### config.mk
export PLATFORM = sky130hd
export DESIGN_NAME = ring_monitor
export DESIGN_NICKNAME = d
export VERILOG_FILES = /design/src/rtl/ring_pkg.sv /design/src/rtl/onehot_to_index.sv /design/src/rtl/ring_monitor.sv
export SDC_FILE = /design/constraint.sdc
export NUM_CORES = 1
export LEC_CHECK = 0
export CORE_AREA = 4 4 46 64
export DETAILED_ROUTE_END_ITERATION = 16
export DIE_AREA = 0 0 50 68
export DONT_BUFFER_PORTS = 1
export HOLD_SLACK_MARGIN = 0.1
export PLACE_DENSITY = 0.82
export SLEW_MARGIN = 10
export SYNTH_ARGS = -nofsm -noshare
export SYNTH_HDL_FRONTEND = slang
export SYNTH_SLANG_ARGS = --single-unit
### constraint.sdc
create_clock -name clk -period 2.04 [get_ports clk]
set_input_delay 0.102 -clock clk [delete_from_list [all_inputs] [get_ports clk]]
set_output_delay 0.102 -clock clk [all_outputs]
set_load 0.005 [all_outputs]
### src/rtl/ring_pkg.sv
// Shared types and helpers for the one-hot ring counter and its monitor.
package ring_pkg;

  localparam int unsigned RING_WIDTH    = 4;
  localparam int unsigned RING_LOCK_CNT = 2;
  localparam int unsigned MAX_W         = 32;
  localparam int unsigned MAX_IW        = 5;

  typedef enum logic [1:0] {
    UNLOCKED = 2'd0,
    LOCKING  = 2'd1,
    LOCKED   = 2'd2,
    FAULT    = 2'd3
  } mon_state_e;

  // Rotate the low w bits of v left by one; bits at and above w are zero.
  function automatic logic [MAX_W-1:0] rotl(input logic [MAX_W-1:0] v, input int unsigned w);
    logic [MAX_W-1:0] r;
    r = '0;
    for (int unsigned i = 0; i < MAX_W; i++) begin
      if (i < w) r[MAX_IW'((i + 1) % w)] = v[MAX_IW'(i)];
    end
    return r;
  endfunction

  function automatic logic is_onehot(input logic [MAX_W-1:0] v);
    int unsigned n;
    n = 0;
    for (int unsigned i = 0; i < MAX_W; i++) n += 32'(v[MAX_IW'(i)]);
    return n == 1;
  endfunction

endpackage

### src/rtl/onehot_to_index.sv
// Combinational one-hot to binary index encoder; valid flags a legal one-hot input.
module onehot_to_index
  import ring_pkg::*;
#(
  parameter int unsigned WIDTH = RING_WIDTH
) (
  input  logic [WIDTH-1:0]         vec,
  output logic [$clog2(WIDTH)-1:0] idx,
  output logic                     valid
);

  localparam int unsigned IW = $clog2(WIDTH);

  // OR of set-bit positions; only meaningful when valid is high.
  always_comb begin
    idx = '0;
    for (int unsigned i = 0; i < WIDTH; i++) begin
      if (vec[IW'(i)]) idx = idx | IW'(i);
    end
  end

  assign valid = is_onehot(MAX_W'(vec));

endmodule

### src/rtl/ring_monitor.sv
// Checks a one-hot ring for legal single-step rotation; reports phase, lock,
// revolutions and sticky fault status.
module ring_monitor
  import ring_pkg::*;
#(
  parameter int unsigned WIDTH    = RING_WIDTH,
  parameter int unsigned LOCK_CNT = RING_LOCK_CNT,
  parameter int unsigned REV_W    = 8,
  parameter int unsigned ERR_W    = 4
) (
  input  logic                     clk,
  input  logic                     reset,
  input  logic [WIDTH-1:0]         ring_q,
  input  logic                     clr_err,
  output logic [$clog2(WIDTH)-1:0] phase,
  output logic                     locked,
  output logic                     rev_tick,
  output logic [REV_W-1:0]         rev_count,
  output logic                     err,
  output logic [ERR_W-1:0]         err_count
);

  localparam int unsigned IW = $clog2(WIDTH);
  localparam int unsigned GW = $clog2(LOCK_CNT + 1);

  mon_state_e       state, state_nxt;
  logic [GW-1:0]    good_cnt, good_nxt;
  logic [WIDTH-1:0] prev_q;
  logic             prev_valid;
  logic [IW-1:0]    idx;
  logic             onehot;
  logic             step_ok;
  logic             fault;
  logic             clear_rev;
  logic             tick;

  onehot_to_index #(.WIDTH(WIDTH)) u_enc (
    .vec   (ring_q),
    .idx   (idx),
    .valid (onehot)
  );

  assign step_ok = onehot && prev_valid && (ring_q == WIDTH'(rotl(MAX_W'(prev_q), WIDTH)));

  // Next-state and per-edge event decode.
  always_comb begin
    state_nxt = state;
    good_nxt  = good_cnt;
    fault     = 1'b0;
    clear_rev = 1'b0;
    case (state)
      UNLOCKED: begin
        if (onehot) begin
          state_nxt = LOCKING;
          good_nxt  = '0;
        end
      end
      LOCKING: begin
        if (!step_ok) begin
          state_nxt = UNLOCKED;
          good_nxt  = '0;
        end else if (32'(good_cnt) + 32'd1 == LOCK_CNT) begin
          state_nxt = LOCKED;
          good_nxt  = '0;
          clear_rev = 1'b1;
        end else begin
          good_nxt = good_cnt + GW'(1);
        end
      end
      LOCKED: begin
        if (!step_ok) begin
          state_nxt = FAULT;
          fault     = 1'b1;
        end
      end
      FAULT:   state_nxt = UNLOCKED;
      default: state_nxt = UNLOCKED;
    endcase
    tick = (state == LOCKED) && step_ok && ring_q[0];
  end

  always_ff @(posedge clk or negedge reset) begin
    if (!reset) begin
      state      <= UNLOCKED;
      good_cnt   <= '0;
      prev_q     <= '0;
      prev_valid <= 1'b0;
      phase      <= '0;
      locked     <= 1'b0;
      rev_tick   <= 1'b0;
      rev_count  <= '0;
      err        <= 1'b0;
      err_count  <= '0;
    end else begin
      state      <= state_nxt;
      good_cnt   <= good_nxt;
      prev_q     <= ring_q;
      prev_valid <= 1'b1;
      locked     <= (state_nxt == LOCKED);
      phase      <= (state_nxt == LOCKED) ? idx : '0;
      rev_tick   <= tick;
      if (clear_rev)  rev_count <= '0;
      else if (tick)  rev_count <= rev_count + REV_W'(1);
      // A fault in the clearing cycle restarts the count at one.
      if (fault && clr_err) begin
        err       <= 1'b1;
        err_count <= ERR_W'(1);
      end else if (clr_err) begin
        err       <= 1'b0;
        err_count <= '0;
      end else if (fault) begin
        err <= 1'b1;
        if (err_count != '1) err_count <= err_count + ERR_W'(1);
      end
    end
  end

endmodule

==> results.yml <==
global_routing:
  grt_start_max_net_pins: 27
  grt_pass1_vias: 1034
  grt_usage_pct: 16.5
  overflow: 0
  grt_pass1_wl_mm: 4.31
  antenna_found_initial: 0
cells_and_area:
  nFillCells: 180
  antenna_cells: 0
  area_delta_synth_final_pct: 16.1
  drive_above_1_share_pct: 17.3
  final_nets: 146
drt:
  ant_nets: 0
  wire_per_inst_um: 14.6
  num_vias: 931
  drtIter0Drc: 10
  drc: 0
  vias_per_cell: 5.57
  firstDrtPassIters: 4
  totalWireLength_mm: 2.44
worst_setup_path:
  cp-end-kind: "flop"
  critical_path_class: "input pin to flop"
  critical_path_required_ns: 2.28
  critical_path.max_fanout: 7
  start_kind: "input pin"
  cp_data_arrival_time_ns: 1.94
timing:
  layout_worst_path_cycle_share_pct: 83.2
  period_minus_slack_ns: 1.70
  hold_viol: 0
  timing.fmax_ghz: 0.589
  finalClockSkew_ns: 0.0158
  final-max-slew-violation-count: 0
  setup-tns-final_ns: 0
  setup_ws_ns: 0.342
  rsz0062_at_grt: "no"
  setup_viol: 0
clocking:
  clk_latency_ns: 0.33
  cts_root_buffer: "clkbuf_4"
  htreeDepth: 1
  cts.sinks: 26
  cts_tree: "yes"
  clk_pin_slew_ns: 0.15
  numCtsBuffers: 3
  clock_path_buffers: 2
pwr:
  ir_drop_v: 0.000457
  power.total_mw: 1.00
  powerDensity_nw_per_um2: 642
  p_leak_nw: 0.686
yosys:
  syn_area_um2: 1350
  yosysTopAreaCellShare_pct: 48.2
  syn_avg_cell_area_um2: 11.2
  ys_seq_area_share_pct: 48.2
  synth_async_sr_flop_share_pct: 100
  synth_top_cells_by_area: "dfrtp_1 48%, xnor2_1 4.5%, ha_1 3.7%"
  ys_types: 40
  synth_ff_type: "dfrtp_1"
  yosysWarnings: 0
  post-synth-top-area-cell: "dfrtp_1"
  synth_nets: 132
  ys_ff_latch: 26
  synth_edf_count: 0
  synthCells: 120
placement:
  gp_congestion: 0.801
  hpwl_mm: 1.88
  io_buffers: 0
  post-place-ws_ns: -0.0226
floorplanning:
  initial_utilization_pct: 56.4
  pin_count: 24
  die_area_um2: 3400
  rows: 21
  core_area_um2: 2390
  dieWidth_um: 50
  die_height_um: 68
run_status:
  outcome: "finished clean"
run:
  drv_cap: 0
hold_path:
  hold_class: "input pin to asynchronous set/reset pin"
==> Yosys cell counts, types with 2 or more instances <==
library cell   n
nand3b_1       2
nor2b_1        2
nand2_1       12
nand2b_1       2
o21ai_0        5
or2_1          3
dfrtp_1       26
xnor2_2        3
xnor2_1        7
ha_1           4
a31oi_1        2
inv_1          4
nor4_1         3
nand3_1        2
nor3_1         6
nor4_4         2
nor2_1        11
o21bai_1       2
==> state kept, by name, indices dropped and copies added (netlist names) <==
register	count
rev_tick	1
err_count	4
rev_count	8
prev_valid	1
locked	1
err	1
prev_q	4
good_cnt	2
phase	2
state	2
==> path summary, 6_finish.rpt <==
kind / slack [ns] / depth (start not counted) / startpoint / to
min in group clk: 0.18 / 3 / ring_q[0] / rev_tick
min reg2reg: 0.53 / 1 / good_cnt[0] / good_cnt[1]
max: 0.34 / 8 / ring_q[0] / rev_count[2]
max reg2reg: 0.44 / 4 / state[0] / err_count[3]
max in group asynchronous: 1.71 / 2 / reset / good_cnt[0]
min: 0.17 / 2 / reset / err
==> metrics by stage <==
| step | cell area, µm² | std cells | hold slack, ns | utilization (%) |
|---|---|---|---|---|
| after CTS | 1570 | 167 | 0.172 | 65.5 |
| after global routing | 1570 | 167 | 0.185 | 65.5 |
| final | 1570 | 167 | 0.173 | 65.5 |
| after global placement | 1430 | 156 | -0.193 | 60.0 |
| after detailed placement | 1430 | 156 | -0.193 | 60.0 |
| after floorplan | 1380 | 120 | -0.194 | - |
==> worst max-delay path, stage by stage <==
cell     delay, ns
ha_4          0.22
fa_2          0.35
ha_4          0.23
nor3b_4       0.25
nand4_4       0.21
nor3_1        0.34
xnor2_1       0.17
nor2_1        0.07
==> final cells by class <==
type / instances / area (µm²) / share of cell area (%)
multi-input combinational: 90 / 711 / 45.4
sequential: 26 / 651 / 41.5
timing repair buffer: 9 / 95.1 / 6.07
tap: 34 / 42.5 / 2.72
clock inverter: 1 / 30.0 / 1.92
clock buffer: 3 / 22.5 / 1.44
inverter: 4 / 15.0 / 0.958
==> power breakdown <==
group	internal [mW]	switching (mW)	leakage [nW]	total [mW]
Combinational	0.0545	0.0614	0.307	0.116
Sequential	0.524	0.0108	0.351	0.535
Clock	0.199	0.155	0.0279	0.354
Total	0.778	0.227	0.686	1.00
==> cells by family (layout without fill, tap and decap cells) <==
logic type	after synthesis	after routing	share of synthesized area [%]
compound gates	16	16	8.72
xor+xnor	10	10	8.16
fa+ha+maj	5	5	5.20
buf+inv	4	17	1.11
flops	26	26	48.2
other cells	1	1	0.278
simple gates	58	58	28.3
==> cells in the final DEF (no fill, tap or decap), types with 2 or more instances in the layout <==
master | netlist | routed
nor2_1 | 11 | 11
dlygate4sd3_1 | 0 | 6
xnor2_1 | 7 | 7
clkbuf_4 | 0 | 3
ha_4 | 0 | 2
nor3_1 | 6 | 6
inv_1 | 4 | 4
a31oi_1 | 2 | 2
o21ai_0 | 5 | 5
nor4_1 | 3 | 3
o21bai_1 | 2 | 2
xnor2_2 | 3 | 3
buf_4 | 0 | 2
or2_1 | 3 | 3
nor2b_1 | 2 | 2
nand2b_1 | 2 | 2
dfrtp_1 | 26 | 26
nand2_1 | 12 | 12
nand3b_1 | 2 | 2
nand3_1 | 2 | 2
nor4_4 | 2 | 2
ha_1 | 4 | 2
==> per-layer routing <==
| layer | part of all wire, % | wire length [µm] | track usage (%) |
|---|---|---|---|
| met1 | 40 | 970 | 17.5 |
| met2 | 54 | 1310 | 30.2 |
| met3 | 4.9 | 120 | 3.92 |
| met4 | 1.8 | 43 | 8.30 |
| met5 | 0 | 0 | 0 |
==> what timing repair did <==
action,in CTS,in global routing
hold endpoints to repair,38,0
setup buffers,0,0
gates resized for setup,0,0
hold buffers,7,0
(Power assumes the default switching activity.)
